## src/rtl/ssd_pkg.sv

```systemverilog
// Shared constants and helpers for the seven-segment display path.
// NIBBLE_W is also used by the downstream ssd decoder.
package ssd_pkg;

  localparam int NIBBLE_W   = 4;
  localparam int MAX_DIGITS = 8;

  function automatic logic [MAX_DIGITS-1:0] onehot(
    input logic [2:0] idx
  );
    logic [MAX_DIGITS-1:0] r;
    r      = '0;
    r[idx] = 1'b1;
    return r;
  endfunction

endpackage

```

## src/rtl/ssd_prescaler.sv

```systemverilog
// Slot timer for the display scan: counts DIV cycles per digit slot
// and flags the leading guard window of each slot.
module ssd_prescaler #(
  parameter int DIV   = 50000,
  parameter int GUARD = 16
) (
  input  logic clk,
  input  logic rst,
  output logic tick,
  output logic in_guard
);

  localparam int CW = $clog2(DIV);

  logic [CW-1:0] cnt;

  always_ff @(posedge clk) begin
    if (rst) begin
      cnt <= '0;
    end else if (tick) begin
      cnt <= '0;
    end else begin
      cnt <= cnt + CW'(1);
    end
  end

  assign tick     = (cnt == CW'(DIV - 1));
  assign in_guard = (int'(cnt) < GUARD);

endmodule

```

## src/rtl/ssd_scan_mux.sv

```systemverilog
// Seven-segment scan controller: walks the digits one slot at a time and
// swaps in newly loaded values only at frame boundaries.
module ssd_scan_mux
  import ssd_pkg::*;
#(
  parameter int DIGITS = 4,
  parameter int DIV    = 50000,
  parameter int GUARD  = 16,
  parameter int LZS    = 0
) (
  input  logic                         clk,
  input  logic                         rst,
  input  logic [NIBBLE_W*DIGITS-1:0]   data_in,
  input  logic                         load,
  output logic [NIBBLE_W-1:0]          digit,
  output logic [DIGITS-1:0]            an,
  output logic                         frame_done
);

  localparam int DW = NIBBLE_W * DIGITS;
  localparam int IW = (DIGITS > 1) ? $clog2(DIGITS) : 1;

  logic          tick;
  logic          in_guard;
  logic [IW-1:0] idx;
  logic [DW-1:0] pend;
  logic [DW-1:0] disp;
  logic          pend_v;
  logic          last;
  logic          fin;

  ssd_prescaler #(
    .DIV   (DIV),
    .GUARD (GUARD)
  ) u_pre (
    .clk      (clk),
    .rst      (rst),
    .tick     (tick),
    .in_guard (in_guard)
  );

  assign last       = (idx == IW'(DIGITS - 1));
  assign fin        = tick && last;
  assign frame_done = fin;

  always_ff @(posedge clk) begin
    if (rst) begin
      idx    <= '0;
      pend   <= '0;
      pend_v <= 1'b0;
      disp   <= '0;
    end else begin
      if (tick) begin
        idx <= last ? '0 : idx + IW'(1);
      end
      // a load on the boundary cycle bypasses pend entirely
      if (fin) begin
        pend_v <= 1'b0;
        if (load) begin
          disp <= data_in;
        end else if (pend_v) begin
          disp <= pend;
        end
      end else if (load) begin
        pend   <= data_in;
        pend_v <= 1'b1;
      end
    end
  end

  logic                  hi_zero;
  logic                  sup;
  logic [MAX_DIGITS-1:0] oh;

  always_comb begin
    digit   = '0;
    hi_zero = 1'b1;
    for (int k = 0; k < DIGITS; k++) begin
      if (int'(idx) == k) begin
        digit = disp[k*NIBBLE_W +: NIBBLE_W];
      end
      if (k >= int'(idx) && disp[k*NIBBLE_W +: NIBBLE_W] != '0) begin
        hi_zero = 1'b0;
      end
    end
    sup = (LZS != 0) && (idx != '0) && hi_zero;
    oh  = onehot(3'(idx));
    an  = (in_guard || sup) ? '0 : oh[DIGITS-1:0];
  end

endmodule

```

## config.mk

```make
export PLATFORM = sky130hd
export DESIGN_NAME = ssd_scan_mux
export DESIGN_NICKNAME = d
export VERILOG_FILES = /design/src/rtl/ssd_pkg.sv /design/src/rtl/ssd_prescaler.sv /design/src/rtl/ssd_scan_mux.sv
export SDC_FILE = /design/constraint.sdc
export NUM_CORES = 1
export LEC_CHECK = 0
export ABC_AREA = 1
export CAP_MARGIN = 20
export CELL_PAD_IN_SITES_DETAIL_PLACEMENT = 1
export CELL_PAD_IN_SITES_GLOBAL_PLACEMENT = 2
export CORE_ASPECT_RATIO = 1.4
export CORE_UTILIZATION = 31
export DETAILED_ROUTE_END_ITERATION = 8
export PLACE_DENSITY = 0.76
export SLEW_MARGIN = 20
export SYNTH_ARGS = -nofsm -noshare
export SYNTH_HDL_FRONTEND = slang
export SYNTH_HIERARCHICAL = 1
export SYNTH_SLANG_ARGS = --single-unit
```

## constraint.sdc

```tcl
create_clock -name clk -period 2.85 [get_ports clk]
set_input_delay 0.7125 -clock clk [delete_from_list [all_inputs] [get_ports clk]]
set_output_delay 0.7125 -clock clk [all_outputs]
set_load 0.02 [all_outputs]
```

Yosys cells after proc, flatten, opt, wreduce, memory -nomap -nowiden
Index checks and enable logic that the tools add are counted.
{"block": "totals", "reg_bits": 51, "latchBits": 0, "ram_bits": 0, "romBits": 0, "in_bits": 19, "elab_cells": 34, "memories": 0}
{"block": "classes", "add_sub_neg": 2, "n_mul": 0, "div_mod_pow": 0, "magnitude_cmp": 3, "eq_ne": 5, "n_shift": 0, "n_mux": 10, "bitwise_logic": 1, "reduce_logical": 8}
{"op": "$mux W16", "n": 2}
{"op": "$mux W4", "n": 5}
{"op": "$add A16 B1 Y16 const B", "n": 1}
{"op": "$eq A16 B16 Y1 const B", "n": 1}
{"op": "$lt A16 B5 Y1 const B", "n": 1}
{"op": "$eq A2 B2 Y1 const B", "n": 3}
{"op": "$lt A2 B4 Y1 const B", "n": 1}
{"op": "$reduce_and A2 Y1", "n": 2}
{"op": "$reduce_or A2 Y1", "n": 2}
{"op": "$add A2 B1 Y2 const B", "n": 1}
{"op": "$demux W1 S2", "n": 1}
{"op": "$eq A2 B1 Y1 const B", "n": 1}
{"op": "$ge A2 B1 Y1 const B", "n": 1}
{"op": "$logic_and A1 B1 Y1", "n": 2}
{"op": "$logic_not A2 Y1", "n": 1}
{"op": "$mux W2", "n": 1}
{"op": "$reduce_bool A2 Y1", "n": 1}
{"op": "$mux W1", "n": 1}
{"op": "$not A1 Y1", "n": 1}

Logic depth before layout (Yosys ltp)
Gate-level depths: netlist (run 1).
{"block": "logic_depth", "word_depth": 5, "depth_mapped": 11, "ltp_nobuf": 10}

Hierarchy
The synthesis (run 1) kept the hierarchy.
{"module": "ssd_scan_mux", "n_inst": 1, "cells_per_inst": 281, "area_each_um2": 1866.8, "seq_area_each_um2": 700.7}
{"module": "ssd_prescaler", "n_inst": 1, "cells_per_inst": 130, "area_each_um2": 847.1, "seq_area_each_um2": 320.3}

Worst setup path before layout (run 1)
Ideal clock, no wire load.
{"block": "synth_path", "path_kind": "reg-to-output", "from": "register u_pre.cnt[0]", "to": "output port frame_done", "t_arrival_ns": 1.669, "required_time_ns": 2.138, "path_slack_ns": 0.469, "path_stages_with_launch": 6, "path_cell_list": "dfxtp_1 > ha_1 > nand3_1 > nor4_1 > nand2_4 > clkinv_4"}
{"block": "synth_between", "elab_chain_len": 2}
{"element": "start, declared", "line_no": "ssd_prescaler.sv:15", "source": "logic [CW-1:0] cnt;"}
{"element": "start signal, assigned", "line_no": "ssd_prescaler.sv:23", "source": "cnt <= cnt + CW'(1);"}
{"element": "$eq A16 B16 Y1", "line_no": "ssd_prescaler.sv:27", "source": "assign tick = (cnt == CW'(DIV - 1));"}
{"element": "via tick", "line_no": "ssd_scan_mux.sv:23", "source": "logic tick;"}
{"element": "$logic_and A1 B1 Y1", "line_no": "ssd_scan_mux.sv:43", "source": "assign fin = tick && last;"}
{"element": "end, declared", "line_no": "ssd_scan_mux.sv:17", "source": "output logic frame_done"}
The timed path passes the listed nets, and every way through them passes these cells.

Final worst setup path (run 1)
Ends and elaborated chain as after synthesis.

==> metrics.txt, run 1 <==
post-synthesis mux area share=0; Setup Buffers After CTS=0; Pre-antenna DRT Iters=4; type of the worst setup path=register to output port; final-report hold violation count=0; DRT iter0 DRCs=44; MaxCap Viol Count=0; Inserted Diodes=0; unrepaired setup endpoints after global routing=false; syn_nets=435; first-pass GRT wire length=12.1 mm; worst setup path start=u_pre/cnt[0]; Synth Area in XOR/XNOR=0.0194; # port buffers=27; pre-CTS setup slack=0.227 ns; reg2reg path depth=9; Cell Pwr Density=487 nW/um2; count of cell types in the netlist=30; DR vias=2460; Chip Width=81.1 um; placed cell count=535; status=complete, no violations; DP HPWL=5.19 mm; Post-DP Area=3020 um2; CP Data Required Time=2.14 ns; CP endpoint=frame_done; hold path depth=1; max incr delay on CP=0.37 ns; Power, Total=1.56 mW; startpoint type of the worst setup path=register; sequential-to-total area share from yosys stat=0.376; CTS buffer count=5; Compound-Gate Fraction of Synth Area=0.0599; setup tns final=0 ns; root buf cell=clkbuf_16; DIE AREA=9140 um2; P_leak=1.53 nW; vias per cell=4.53; Crit path depth=7; FF-to-FF Start=u_pre/cnt[0]; clock period minus worst slack=2.65 ns; Slew @ Worst Pin=0.390 ns; CTS max path bufs=2; fin cells=543; Slew headroom=0.739; fillers=1103; Post-Synth Simple-Gate Area=0.407; standard cell core area=8560 um2; WL per Instance=12.8 um; clk_lat worst skew=0.30 ns; CTS sink cnt=51; YS warnings=6; Post-DRT Antenna Nets=0; CP bufs+invs=3; drt total wl=6.93 mm; RePlAce Congestion=0.827; CP Capture Type=output port; chip height=113 um; largest family of logic cells by synthesized area=simple AND/OR/NAND/NOR gates; Syn Inst Count=411; Setup Viol. Count Final=0; cell family with most CP delay=buffers and inverters; starting density of the core=0.317; total track usage=0.174; Synth Register Bits=51; total grt overflow=0; H-tree depth=2; CTS tree=done; design area=3210 um2; Syn Area/Cell=6.60 um2; Residual DRC=0; fmax=377 MHz; largest net degree at the start of global routing=34; Final nets=461; Max Slew Vio Count=0; final worst path period share=0.931; Worst-path clk slew=0.06 ns; Worst path slowest cell=dfxtp_1; class of the worst hold path=register to register; clock skew=0.00644 ns; share of layout cells above drive strength 1=0.0959; Synth Area in Adders=0.0231; critical-path cell list=ha_1, nand3_1, nor4_1, buf_4, nand2_4, clkinv_4, dlygate4sd2_1; Reg-to-Reg End=pend[2]; Critical Path Fanout Max=4; Mapped Area=2710 um2; setup slack, reg-to-reg=0.94 ns; FP Rows=40; worst setup margin=0.198 ns; initial antenna violation count=0; vias in the first global route=2527; crit path DAT=1.94 ns; io pins=28; maximum vdd drop=0.251 mV; area grow syn2layout=18.3%
==> power by group <==
| part | switching (mW) | internal (mW) | total, mW |
|---|---|---|---|
| registers | 0.0105 | 0.733 | 0.743 |
| clock network | 0.274 | 0.437 | 0.712 |
| logic | 0.0620 | 0.0480 | 0.110 |
| total | 0.347 | 1.22 | 1.56 |
==> worst min path at each step <==
stage,from,to,slack (ns)
after global placement,u_pre/cnt[0],u_pre/cnt[0],0.44
after global routing,u_pre/cnt[0],u_pre/cnt[0],0.50
after detailed placement,u_pre/cnt[0],u_pre/cnt[0],0.46
after CTS,u_pre/cnt[0],u_pre/cnt[0],0.47
after floorplan,u_pre/cnt[0],u_pre/cnt[0],0.43
final,u_pre/cnt[0],u_pre/cnt[0],0.47
==> cells by family after synthesis <==
| group | Yosys count |
|---|---|
| buf+inv | 57 |
| simple gates | 260 |
| flops | 51 |
| compound gates | 32 |
| xor+xnor | 6 |
| fa+ha+maj | 5 |
==> per-stage QoR <==
stage	utilization	hold slack [ns]
4_1_cts	0.373	0.473
3_3_place_gp	0.353	0.443
3_5_place_dp	0.353	0.458
6_report	0.375	0.466
2_1_floorplan	-	0.430
5_1_grt	0.375	0.500
==> layout by cell type (no fill, tap or decap), types with 2 or more instances in the layout <==
master,netlist,routed
dfxtp_1,51,51
nor2_1,99,99
nand2_4,4,4
ha_1,5,4
xor2_1,3,3
dlymetal6s2s_1,0,4
clkbuf_16,0,5
nand3_1,12,12
a21oi_1,14,14
xnor2_1,3,3
nor2_2,3,3
o21ai_0,17,17
clkdlybuf4s50_1,0,22
inv_2,2,2
nand4_1,6,6
nand2_2,12,12
inv_1,39,39
nand2_1,117,117
buf_4,0,6
==> final cells by class <==
class                   instances  area, um2  area share
well taps                     105        131      0.0409
clock buffers                   6        139      0.0432
multi-input cells             303       1390       0.433
flip-flops and latches         51       1020       0.318
inverters                      43        171      0.0534
repair buffers                 33        324       0.101
clock inverters                 2       35.0      0.0109
==> synth_stat cells, drive strengths merged <==
cell	instances	area share
nor4	1	0.0023
a21oi	14	0.026
ha	5	0.023
nand3b	1	0.0028
dfxtp	51	0.38
buf	11	0.043
xor2	3	0.0097
o21ai	17	0.031
nand2	134	0.21
nand3	12	0.022
and3	1	0.0028
nor2	102	0.14
inv	42	0.060
clkinv	1	0.0032
nand4	6	0.014
or2	1	0.0023
nor3	2	0.0037
clkbuf	3	0.0078
o21bai	1	0.0028
xnor2	3	0.0097
==> metal layers <==
layer | track usage | part of all wire | up-vias
met3 | 0.0323 | 0.021 | 10
met2 | 0.321 | 0.53 | 27
met5 | 0 | 0 | -
li1 | - | - | 1306
met4 | 0.0667 | 0.020 | 0
met1 | 0.191 | 0.42 | 1117
==> repair_timing <==
item / CTS / global route
endpoints found under the setup margin: 1 / 9
hold buffers: 0 / 0
pin swaps: 0 / 0
resized for setup: 1 / 6
==> state kept, by name, summed over array words and instances, names as in the netlist <==
register	count
disp	16
pend	16
u_pre/cnt	16
idx	2
pend_v	1
(Power assumes the default switching activity.)
==> run 2: changes to the inputs <==
- CORE_MARGIN: unset -> 1
==> results of run 2 <==
The final DEF is identical to that of run 1; final timing and power are the same.
